--- src/rtl/cpu7_dtlb_dmw_pkg.sv ---
// Shared definitions for the data-side DMW translator: CSR addresses, shadow
// field layouts, exception code and FSM states.
package cpu7_dtlb_dmw_pkg;

    localparam logic [13:0] CSR_CRMD = 14'h000;
    localparam logic [13:0] CSR_DMW0 = 14'h180;
    localparam logic [13:0] CSR_DMW1 = 14'h181;

    localparam logic [5:0] EXC_TLBR = 6'h3F;

    localparam int unsigned CRMD_PLV_LO  = 0;
    localparam int unsigned CRMD_DA      = 3;
    localparam int unsigned CRMD_PG      = 4;
    localparam int unsigned CRMD_DATM_LO = 7;

    localparam int unsigned DMW_PLV0     = 0;
    localparam int unsigned DMW_PLV3     = 3;
    localparam int unsigned DMW_MAT_LO   = 4;
    localparam int unsigned DMW_PSEG_LO  = 25;
    localparam int unsigned DMW_VSEG_LO  = 29;

    typedef enum logic [1:0] {
        S_IDLE = 2'd0,
        S_LOOK = 2'd1,
        S_RESP = 2'd2
    } state_t;

    typedef struct packed {
        logic [1:0] datm;
        logic       pg;
        logic       da;
        logic [1:0] plv;
    } crmd_t;

    typedef struct packed {
        logic [2:0] vseg;
        logic [2:0] pseg;
        logic [1:0] mat;
        logic       plv3;
        logic       plv0;
    } dmw_t;

    localparam int unsigned DMW_W = $bits(dmw_t);

    typedef struct packed {
        crmd_t crmd;
        dmw_t  dmw0;
        dmw_t  dmw1;
    } snap_t;

    localparam crmd_t CRMD_RESET = '{datm: 2'b00, pg: 1'b0, da: 1'b1, plv: 2'b00};

    function automatic crmd_t to_crmd(input logic [31:0] w);
        crmd_t c;
        c.datm = w[CRMD_DATM_LO +: 2];
        c.pg   = w[CRMD_PG];
        c.da   = w[CRMD_DA];
        c.plv  = w[CRMD_PLV_LO +: 2];
        return c;
    endfunction

    function automatic dmw_t to_dmw(input logic [31:0] w);
        dmw_t d;
        d.vseg = w[DMW_VSEG_LO +: 3];
        d.pseg = w[DMW_PSEG_LO +: 3];
        d.mat  = w[DMW_MAT_LO +: 2];
        d.plv3 = w[DMW_PLV3];
        d.plv0 = w[DMW_PLV0];
        return d;
    endfunction

endpackage

--- src/rtl/cpu7_dmw_match.sv ---
// Combinational direct-mapped window compare: selects the matching window's
// physical segment and memory access type; DMW0 has priority.
module cpu7_dmw_match
    import cpu7_dtlb_dmw_pkg::*;
(
    input  logic [31:0]      vaddr,
    input  logic [1:0]       plv,
    input  logic [DMW_W-1:0] dmw0,
    input  logic [DMW_W-1:0] dmw1,
    output logic             hit,
    output logic [31:0]      paddr,
    output logic [1:0]       mat
);

    dmw_t w0, w1, sel;
    logic m0, m1;

    // Only PLV0 and PLV3 have enable bits; PLV1/2 never match a window.
    function automatic logic plv_ok(input dmw_t d, input logic [1:0] p);
        return ((p == 2'd0) && d.plv0) || ((p == 2'd3) && d.plv3);
    endfunction

    always_comb begin
        w0    = dmw_t'(dmw0);
        w1    = dmw_t'(dmw1);
        m0    = (vaddr[31:29] == w0.vseg) && plv_ok(w0, plv);
        m1    = (vaddr[31:29] == w1.vseg) && plv_ok(w1, plv);
        sel   = m0 ? w0 : w1;
        hit   = m0 || m1;
        paddr = {sel.pseg, vaddr[28:0]};
        mat   = sel.mat;
    end

endmodule

--- src/rtl/cpu7_dtlb_dmw.sv ---
// Data-side address translator: CSR shadows, DA/DMW lookup, request FSM with
// a one-entry skid buffer and a finish/recv response handshake.
module cpu7_dtlb_dmw
    import cpu7_dtlb_dmw_pkg::*;
#(
    parameter int unsigned GRLEN     = 32,
    parameter int unsigned PABITS    = 32,
    parameter int unsigned CSR_BIT   = 14,
    parameter logic [CSR_BIT-1:0] CRMD_ADDR = CSR_CRMD,
    parameter logic [CSR_BIT-1:0] DMW0_ADDR = CSR_DMW0,
    parameter logic [CSR_BIT-1:0] DMW1_ADDR = CSR_DMW1
) (
    input  logic               clk,
    input  logic               resetn,
    input  logic               csr_wen,
    input  logic [CSR_BIT-1:0] csr_waddr,
    input  logic [GRLEN-1:0]   csr_wdata,
    input  logic               data_tlb_req,
    input  logic               data_tlb_wr,
    input  logic [GRLEN-1:0]   data_tlb_vaddr,
    input  logic               dtlb_no_trans,
    input  logic               dtlb_cache_recv,
    output logic               dtlb_finish,
    output logic               dtlb_hit,
    output logic [PABITS-1:0]  dtlb_paddr,
    output logic               dtlb_uncache,
    output logic [5:0]         dtlb_exccode
);

    state_t state, state_nxt;

    crmd_t crmd;
    dmw_t  dmw0, dmw1;
    snap_t csr_now;

    logic [GRLEN-1:0] cur_vaddr, skid_vaddr;
    logic             cur_wr, skid_wr;
    logic             cur_nt, skid_nt;
    snap_t            cur_snap, skid_snap;
    logic             skid_valid;

    logic              win_hit;
    logic [31:0]       win_paddr;
    logic [1:0]        win_mat;
    logic              lk_hit, lk_uncache;
    logic [PABITS-1:0] lk_paddr;
    logic [5:0]        lk_exccode;
    logic              draining;

    assign csr_now  = '{crmd: crmd, dmw0: dmw0, dmw1: dmw1};
    assign draining = (state == S_RESP) && dtlb_cache_recv;

    cpu7_dmw_match u_match (
        .vaddr (cur_vaddr[31:0]),
        .plv   (cur_snap.crmd.plv),
        .dmw0  (cur_snap.dmw0),
        .dmw1  (cur_snap.dmw1),
        .hit   (win_hit),
        .paddr (win_paddr),
        .mat   (win_mat)
    );

    always_comb begin
        lk_hit     = 1'b0;
        lk_paddr   = '0;
        lk_uncache = 1'b0;
        lk_exccode = EXC_TLBR;
        if (cur_nt || cur_snap.crmd.da) begin
            lk_hit     = 1'b1;
            lk_paddr   = cur_vaddr[PABITS-1:0];
            lk_uncache = (cur_snap.crmd.datm == 2'd0);
            lk_exccode = '0;
        end else if (win_hit) begin
            lk_hit     = 1'b1;
            lk_paddr   = win_paddr[PABITS-1:0];
            lk_uncache = (win_mat == 2'd0);
            lk_exccode = '0;
        end
    end

    always_comb begin
        state_nxt = state;
        case (state)
            S_IDLE: if (data_tlb_req) state_nxt = S_LOOK;
            S_LOOK: state_nxt = S_RESP;
            S_RESP: begin
                if (dtlb_cache_recv)
                    state_nxt = (skid_valid || data_tlb_req) ? S_LOOK : S_IDLE;
            end
            default: state_nxt = S_IDLE;
        endcase
    end

    always_ff @(posedge clk or negedge resetn) begin
        if (!resetn) state <= S_IDLE;
        else         state <= state_nxt;
    end

    always_ff @(posedge clk or negedge resetn) begin
        if (!resetn) begin
            crmd <= CRMD_RESET;
            dmw0 <= '0;
            dmw1 <= '0;
        end else if (csr_wen) begin
            if (csr_waddr == CRMD_ADDR) crmd <= to_crmd(csr_wdata[31:0]);
            if (csr_waddr == DMW0_ADDR) dmw0 <= to_dmw(csr_wdata[31:0]);
            if (csr_waddr == DMW1_ADDR) dmw1 <= to_dmw(csr_wdata[31:0]);
        end
    end

    // Snapshots take the registered CSR state, so a same-cycle write is not seen.
    always_ff @(posedge clk or negedge resetn) begin
        if (!resetn) begin
            cur_vaddr    <= '0;
            cur_wr       <= 1'b0;
            cur_nt       <= 1'b0;
            cur_snap     <= '0;
            skid_valid   <= 1'b0;
            skid_vaddr   <= '0;
            skid_wr      <= 1'b0;
            skid_nt      <= 1'b0;
            skid_snap    <= '0;
            dtlb_finish  <= 1'b0;
            dtlb_hit     <= 1'b0;
            dtlb_paddr   <= '0;
            dtlb_uncache <= 1'b0;
            dtlb_exccode <= '0;
        end else begin
            case (state)
                S_IDLE: begin
                    if (data_tlb_req) begin
                        cur_vaddr <= data_tlb_vaddr;
                        cur_wr    <= data_tlb_wr;
                        cur_nt    <= dtlb_no_trans;
                        cur_snap  <= csr_now;
                    end
                end
                S_LOOK: begin
                    dtlb_finish  <= 1'b1;
                    dtlb_hit     <= lk_hit;
                    dtlb_paddr   <= lk_paddr;
                    dtlb_uncache <= lk_uncache;
                    dtlb_exccode <= lk_exccode;
                    if (data_tlb_req && !skid_valid) begin
                        skid_valid <= 1'b1;
                        skid_vaddr <= data_tlb_vaddr;
                        skid_wr    <= data_tlb_wr;
                        skid_nt    <= dtlb_no_trans;
                        skid_snap  <= csr_now;
                    end
                end
                S_RESP: begin
                    if (dtlb_cache_recv) begin
                        dtlb_finish <= 1'b0;
                        if (skid_valid) begin
                            cur_vaddr  <= skid_vaddr;
                            cur_wr     <= skid_wr;
                            cur_nt     <= skid_nt;
                            cur_snap   <= skid_snap;
                            skid_valid <= data_tlb_req;
                            if (data_tlb_req) begin
                                skid_vaddr <= data_tlb_vaddr;
                                skid_wr    <= data_tlb_wr;
                                skid_nt    <= dtlb_no_trans;
                                skid_snap  <= csr_now;
                            end
                        end else if (data_tlb_req) begin
                            cur_vaddr <= data_tlb_vaddr;
                            cur_wr    <= data_tlb_wr;
                            cur_nt    <= dtlb_no_trans;
                            cur_snap  <= csr_now;
                        end
                    end else if (data_tlb_req && !skid_valid) begin
                        skid_valid <= 1'b1;
                        skid_vaddr <= data_tlb_vaddr;
                        skid_wr    <= data_tlb_wr;
                        skid_nt    <= dtlb_no_trans;
                        skid_snap  <= csr_now;
                    end
                end
                default: ;
            endcase
        end
    end

    // A request while the skid entry is occupied and not being drained is dropped.
    a_no_overflow: assert property (@(posedge clk) disable iff (!resetn)
        !(data_tlb_req && skid_valid && !draining));

endmodule

--- config.mk ---
export PLATFORM = sky130hd
export DESIGN_NAME = cpu7_dtlb_dmw
export DESIGN_NICKNAME = d
export VERILOG_FILES = /design/src/rtl/cpu7_dtlb_dmw_pkg.sv /design/src/rtl/cpu7_dmw_match.sv /design/src/rtl/cpu7_dtlb_dmw.sv
export SDC_FILE = /design/constraint.sdc
export NUM_CORES = 1
export LEC_CHECK = 0
export CAP_MARGIN = 10
export CORE_MARGIN = 3
export CORE_UTILIZATION = 43
export CTS_CLUSTER_DIAMETER = 40
export DETAILED_ROUTE_END_ITERATION = 12
export PLACE_DENSITY = 0.69
export REMOVE_ABC_BUFFERS = 1
export SLEW_MARGIN = 40
export SYNTH_ARGS = -nofsm -noshare
export SYNTH_HDL_FRONTEND = slang
export SYNTH_SLANG_ARGS = --single-unit
--- constraint.sdc ---
create_clock -name clk -period 2 [get_ports clk]
set_input_delay 0.4 -clock clk [delete_from_list [all_inputs] [get_ports clk]]
set_output_delay 0.4 -clock clk [all_outputs]
set_load 0.05 [all_outputs]
==> results of run 1 <==
==> power groups by stage <==
stage | logic, mW | clock network (mW) | registers, mW
after floorplan | 3.24 | 0 | 7.05
after global placement | 6.64 | 0 | 5.80
after detailed placement | 6.86 | 0 | 5.88
after CTS | 6.76 | 3.29 | 5.82
after global routing | 7.45 | 3.46 | 5.98
final | 6.87 | 3.23 | 5.81
==> layout make-up <==
cell class | count | share of cell area (%)
Clock buffer | 21 | 4.77
Clock inverter | 10 | 1.12
Inverter | 7 | 0.272
Multi-Input combinational cell | 390 | 29.1
Sequential cell | 180 | 46.7
Tap cell | 220 | 2.85
Timing Repair Buffer | 138 | 15.1
==> per-layer routing <==
layer / global-route usage [%] / part of all wire (%) / wire length, um
met1: 24.1 / 44 / 7770
met2: 29.1 / 50 / 8710
met3: 5.01 / 4.3 / 760
met4: 5.72 / 1.5 / 255
met5: 0 / 0 / 0
==> cell usage in the layout, fill, tap and decap left out, drive strengths merged, types with 2 or more instances in the layout <==
cell,Yosys,layout
xor2,7,7
a2bb2oi,3,3
nor2,94,94
inv,7,7
nand2,10,10
buf,19,41
nand3,3,3
dlymetal6s2s,0,13
mux2,85,85
o21ai,7,7
or3b,3,3
o22ai,60,60
clkbuf,25,24
clkinvlp,0,3
nand2b,3,3
bufinv,0,2
ha,4,4
nor4,2,2
a21oi,63,63
mux2i,33,33
dlygate4sd2,0,17
nor3,3,3
clkdlybuf4s50,0,63
dfrtp,179,179
or3,2,2
clkinv,0,5
==> cells in the mapped netlist, drive strengths merged <==
master / count / area share (%)
dfrtp: 179 / 60
nor2: 94 / 4.7
mux2: 85 / 13
a21oi: 63 / 4.2
o22ai: 60 / 5.0
mux2i: 33 / 4.4
clkbuf: 25 / 1.2
buf: 19 / 1.6
nand2: 10 / 0.50
inv: 7 / 0.35
o21ai: 7 / 0.47
xor2: 7 / 0.82
ha: 4 / 0.67
a2bb2oi: 3 / 0.35
nand2b: 3 / 0.25
nand3: 3 / 0.27
nor3: 3 / 0.20
or3b: 3 / 0.38
nor4: 2 / 0.57
or3: 2 / 0.17
a2111oi: 1 / 0.37
a211oi: 1 / 0.17
a21boi: 1 / 0.10
a21o: 1 / 0.10
a22oi: 1 / 0.10
and3: 1 / 0.083
dfstp: 1 / 0.35
o31ai: 1 / 0.10
or4: 1 / 0.15
==> critical path: cells and delay by family <==
kind / cells / cell delay, ns
simple gates: 3 / 0.95
buf+inv: 2 / 0.60
mux: 1 / 0.28
==> registers in the layout (all words and copies together), names as in the netlist <==
register,flops
cur_vaddr,32
dtlb_paddr,32
skid_vaddr,32
cur_snap,25
skid_snap,25
csr_now,20
crmd,5
state,2
cur_nt,1
dtlb_exccode,1
dtlb_finish,1
dtlb_hit,1
dtlb_uncache,1
skid_nt,1
skid_valid,1
==> timing repair <==
item | CTS | global route
buffers inserted | 0 | 1
gates resized for setup | 17 | 19
hold endpoints to repair | 21 | 0
hold buffers | 1 | 0
pin swaps | 0 | 0
gates cloned | 0 | 3
endpoints found under the setup margin | 17 | 67
==> cell families after synthesis <==
kind of cell,count (synthesis)
compound gates,139
xor+xnor,7
fa+ha+maj,4
buf+inv,51
flops,180
mux,118
simple gates,122
==> through the flow <==
stage,setup slack (ns),total power [mW],area (um^2),TNS [ns]
after floorplan,-2.12,10.3,7300,-226.71
after global placement,-0.365,12.4,8950,-10.46
after detailed placement,-0.430,12.7,8950,-12.97
after CTS,0.00362,15.9,9510,0
after global routing,0.00440,16.9,9650,0
final,0.0730,15.9,9650,0
==> how the worst max path moves through the flow <==
stage               cells past startpoint            from  slack, ns             end
finish                                  6    csr_waddr[9]       0.07     csr_now[11]
global route                            5    cur_snap[21]      0.004    dtlb_uncache
CTS                                     1  dtlb_paddr[12]      0.004  dtlb_paddr[12]
detailed placement                      5    csr_waddr[9]      -0.43      csr_now[5]
global placement                        5    csr_waddr[9]      -0.37      csr_now[3]
floorplan                               6        state[0]      -2.12          cur_nt
==> flow_summary.json, run 1 <==
{
  "outcome": "complete, no violations",
  "syn_area_per_cell_um2": 12.1,
  "synthToLayoutAreaGrowth_pct": 28.4,
  "fin_cells": 966,
  "dp.cells": 930,
  "reg2reg_from": "cur_snap[21]",
  "row_count": 47,
  "fin_nets": 823,
  "path_class": "input pin to flip-flop",
  "cts_num_sinks": 180,
  "switchingPower_mw": 6.35,
  "max_freq_ghz": 0.519,
  "muxShareOfSynthArea_pct": 17.1,
  "netlist_area_mm2": 0.00751,
  "hpwl_um": 11200,
  "seqPwrFrac_pct": 36.5,
  "place_congestion": 0.794,
  "hold_path_class": "input pin to async pin",
  "slew_headroom_pct": 65.7,
  "arrival_ns": 2.23,
  "hold_viol_final": 0,
  "multiInputGateArea_mm2": 0.00281,
  "drtAntennaViolNets": 0,
  "viasPerCell": 5.48,
  "utilization_pct": 57.4,
  "clock_skew_ns": 0.0105,
  "crit_chain": "clkdlybuf4s50_1, or4_4, nor4_4, nand2b_1, buf_4, mux2_2",
  "route.detailed.drc": 0,
  "power_density_mw_per_mm2": 1650,
  "critPathMaxFanout": 10,
  "setup_violations": 0,
  "cts_buffers": 17,
  "post_route_cells_drive_above_1_share_pct": 23.2,
  "reg2reg_setup_slack_ns": 0.09,
  "comb_power_share_pct": 43.2,
  "synth-xor-area-share_pct": 0.816,
  "core_area_mm2": 0.0168,
  "io_buffers": 105,
  "synth_top_family_by_area": "multiplexers",
  "clock-root-buffer": "clkbuf_16",
  "synth_compound_area_share_pct": 10.9,
  "synth-seq-cells": 180,
  "synth_adder_area_share_pct": 0.666,
  "worstMarginPinSlew_ns": 0.514,
  "drt_iter0_drc": 246,
  "die-area_mm2": 0.0191,
  "vias": 5295,
  "rsz0062_at_grt": "false",
  "p_leak_nw": 4.37,
  "grt_pass1_wl_um": 28200,
  "seq_area_mm2": 0.00451,
  "period_needed_ns": 1.93,
  "sw_frac_of_total_pct": 39.9,
  "first_pass_iters": 4,
  "antenna_found_initial": 0,
  "die_h_um": 138,
  "htree_levels": 4,
  "clkPwrFrac_pct": 20.3,
  "yosys_warnings": 0,
  "ioPinCount": 126,
  "slew_violations": 0,
  "cts_tree": "yes",
  "initial_core_util_pct": 44.7,
  "clk-insertion-delay-late_ns": 0.43,
  "routedWlPerCell_um": 18.1,
  "intPower_mw": 9.56,
  "grtUsageTotal_pct": 18.1,
  "crit_path_top_delay_cell": "or4_4",
  "crit_path_end_kind": "flip-flop",
  "syn_inst": 621,
  "crit_required_ns": 2.30,
  "drt_wl_total_um": 17500,
  "die_w_um": 138,
  "whs_ns": 0.395,
  "ys_types": 35,
  "rr_worst_depth": 5,
  "r2r_end": "dtlb_uncache",
  "grt_pass1_vias": 5530,
  "critPathMaxStageDelay_ns": 0.56,
  "cap_violations": 0,
  "grt_overflow": 0,
  "fillCellCount": 1373,
  "cp-start-kind": "input pin",
  "period_share_pct": 96.3,
  "ir_drop_mv": 1.03,
  "cts_max_path_buffers": 2,
  "yosysSeqAreaShare_pct": 60.0,
  "n_antenna_cell": 0,
  "clkTransAtPathRegs_ns": 0.06,
  "grt_max_degree": 70,
  "yosys.area_share.simple_pct": 7.26
}
No activity file was read; power rests on OpenSTA's default activity.
==> run 2, diff against run 1 <==
--- a/config.mk
+++ b/config.mk
@@ -7,10 +7,9 @@
 export LEC_CHECK = 0
 export CAP_MARGIN = 10
 export CORE_MARGIN = 3
-export CORE_UTILIZATION = 43
+export CORE_UTILIZATION = 35
 export CTS_CLUSTER_DIAMETER = 40
 export DETAILED_ROUTE_END_ITERATION = 12
-export PLACE_DENSITY = 0.69
 export REMOVE_ABC_BUFFERS = 1
 export SLEW_MARGIN = 40
 export SYNTH_ARGS = -nofsm -noshare
==> run 2 against run 1 <==
Compared with the run above: clock skew fell by 0.0029 ns; first-iteration DRC count rose by 2.4%; power rose by 0.70%; cell area rose by 1.3%; final cell count rose by 5.8%; combinational power fell by 1%; via count fell by 2.3%; critical path depth did not move; sequential power barely moved.
==> flow_summary.json, run 2 (synthesis gave the netlist of run 1 again) <==
{
  "outcome": "complete, no violations",
  "setup_violations": 0,
  "antenna_found_initial": 0,
  "fin_nets": 828,
  "fin_cells": 1022,
  "grt_max_degree": 47,
  "whs_ns": 0.471,
  "cts_max_path_buffers": 2,
  "crit_path_top_delay_cell": "or4_4",
  "period_share_pct": 95.4,
  "htree_levels": 4,
  "slew_headroom_pct": 57.3,
  "rr_worst_depth": 7,
  "drt_iter0_drc": 252,
  "n_antenna_cell": 0,
  "place_congestion": 0.787,
  "die_h_um": 153,
  "first_pass_iters": 4,
  "grtUsageTotal_pct": 14.8,
  "grt_pass1_wl_um": 28100,
  "clock_skew_ns": 0.00762,
  "initial_core_util_pct": 36.3,
  "reg2reg_setup_slack_ns": 0.10,
  "cp_num_buf_inv": 3,
  "ir_drop_mv": 0.721,
  "cap_violations": 0,
  "multiInputGateArea_mm2": 0.00281,
  "utilization_pct": 47.2,
  "placed_cell_area_mm2": 0.00907,
  "cts_tree": "yes",
  "reg2reg_from": "state[0]",
  "worstMarginPinSlew_ns": 0.641,
  "hold_viol_final": 0,
  "top_regs": "cur_vaddr x32, dtlb_paddr x32, skid_vaddr x32",
  "synthToLayoutAreaGrowth_pct": 30.1,
  "clk-insertion-delay-late_ns": 0.42,
  "ioPinCount": 126,
  "die_w_um": 153,
  "crit_path_end_kind": "flip-flop",
  "post_route_cells_drive_above_1_share_pct": 24.5,
  "slew_violations": 0,
  "critical_path.top_delay_family": "simple AND/OR/NAND/NOR gates",
  "dp.cells": 986,
  "grt_pass1_vias": 5341,
  "hpwl_um": 11900,
  "critPathMaxFanout": 5,
  "row_count": 52,
  "power_density_mw_per_mm2": 1640,
  "final_common_cell": "dfrtp_1",
  "rsz0062_at_grt": "false",
  "grt_overflow": 0,
  "critPathMaxStageDelay_ns": 0.56,
  "clkTransAtPathRegs_ns": 0.07,
  "cts_num_sinks": 180,
  "drt_wl_total_um": 17700,
  "io_buffers": 105,
  "most-common-layout-cells": "dfrtp_1 (179), nor2_1 (94), mux2_2 (85)",
  "viasPerCell": 5.06,
  "cp-start-kind": "input pin",
  "routedWlPerCell_um": 17.3,
  "core_area_mm2": 0.0207,
  "drtAntennaViolNets": 0,
  "die-area_mm2": 0.0233,
  "r2r_end": "skid_snap[21]",
  "crit_top_cell": "buf_4",
  "vias": 5172,
  "p_leak_nw": 4.40,
  "path_class": "input pin to flip-flop",
  "crit_required_ns": 2.31,
  "final_area_mm2": 0.00978,
  "seq_area_mm2": 0.00451,
  "cts_buffers": 17,
  "arrival_ns": 2.21,
  "period_needed_ns": 1.91,
  "max_freq_ghz": 0.524,
  "crit_chain": "clkdlybuf4s50_1, or4_4, buf_4, nor4_4, buf_4, mux2_2",
  "hold_path_class": "input pin to async pin",
  "clock-root-buffer": "clkbuf_16",
  "fillCellCount": 1896,
  "route.detailed.drc": 0
}
## run 2: cell count changes in the layout (fill, tap and decap cells not counted), sizes merged
cell and change:
buf +7, clkinvlp -1, dlymetal6s2s -1, bufinv +1
clkbuf -2, clkinv +2
## run 2: layout make-up
class                      instances  share of cell area [%]
clock buffer                      20                    4.67
clock inverter                    12                    1.59
inverter                           7                   0.269
multi-input combinational        390                    28.8
sequential                       180                    46.1
tap                              270                    3.46
timing repair buffer             143                    15.2
## run 2: worst reg2reg max path: stages (launching register included)
cell,delay [ns]
dfrtp_1,0.37
inv_1,0.07
ha_1,0.23
nand2_2,0.11
xor2_2,0.15
and3_4,0.28
clkbuf_16,0.22
mux2_2,0.36
## run 2: repair_timing
item	in CTS	in global routing
hold endpoints to repair	40	0
gates resized for setup	17	17
endpoints found under the setup margin	17	85
pin swaps	0	2
hold buffers	1	0
cloned	0	2
buffers inserted	0	1
## run 2: through the flow
| stage | setup slack, ns | setup TNS [ns] | total power [mW] |
|---|---|---|---|
| floorplan | -2.12 | -226.71 | 10.3 |
| global route | 0.00503 | 0 | 17.0 |
| detailed placement | -0.369 | -14.08 | 12.7 |
| global placement | -0.322 | -10.12 | 12.5 |
| CTS | 0.000904 | 0 | 16.1 |
| finish | 0.0914 | 0 | 16.0 |
## run 2: per-layer routing
layer	GRT usage (%)	part of all wire [%]	vias to the layer above
met2	25.0	50	94
met1	19.6	46	2623
met3	3.01	2.9	13
met4	4.07	1.1	0
met5	0	0	-
li1	-	-	2442
## run 2: power by group
| part | internal, mW | switching, mW |
|---|---|---|
| combinational | 2.62 | 4.17 |
| clock | 2.03 | 1.40 |
| sequential | 5.01 | 0.786 |
## run 2: how the worst max path moves through the flow
stage / from / end / slack (ns) / cells past startpoint
floorplan: state[0] / cur_nt / -2.12 / 6
global route: state[0] / cur_vaddr[17] / 0.005 / 8
detailed placement: csr_waddr[9] / crmd[4] / -0.37 / 6
CTS: dtlb_paddr[12] / dtlb_paddr[12] / 0.0009 / 1
finish: csr_waddr[13] / crmd[0] / 0.09 / 6
global placement: csr_waddr[9] / crmd[4] / -0.32 / 6
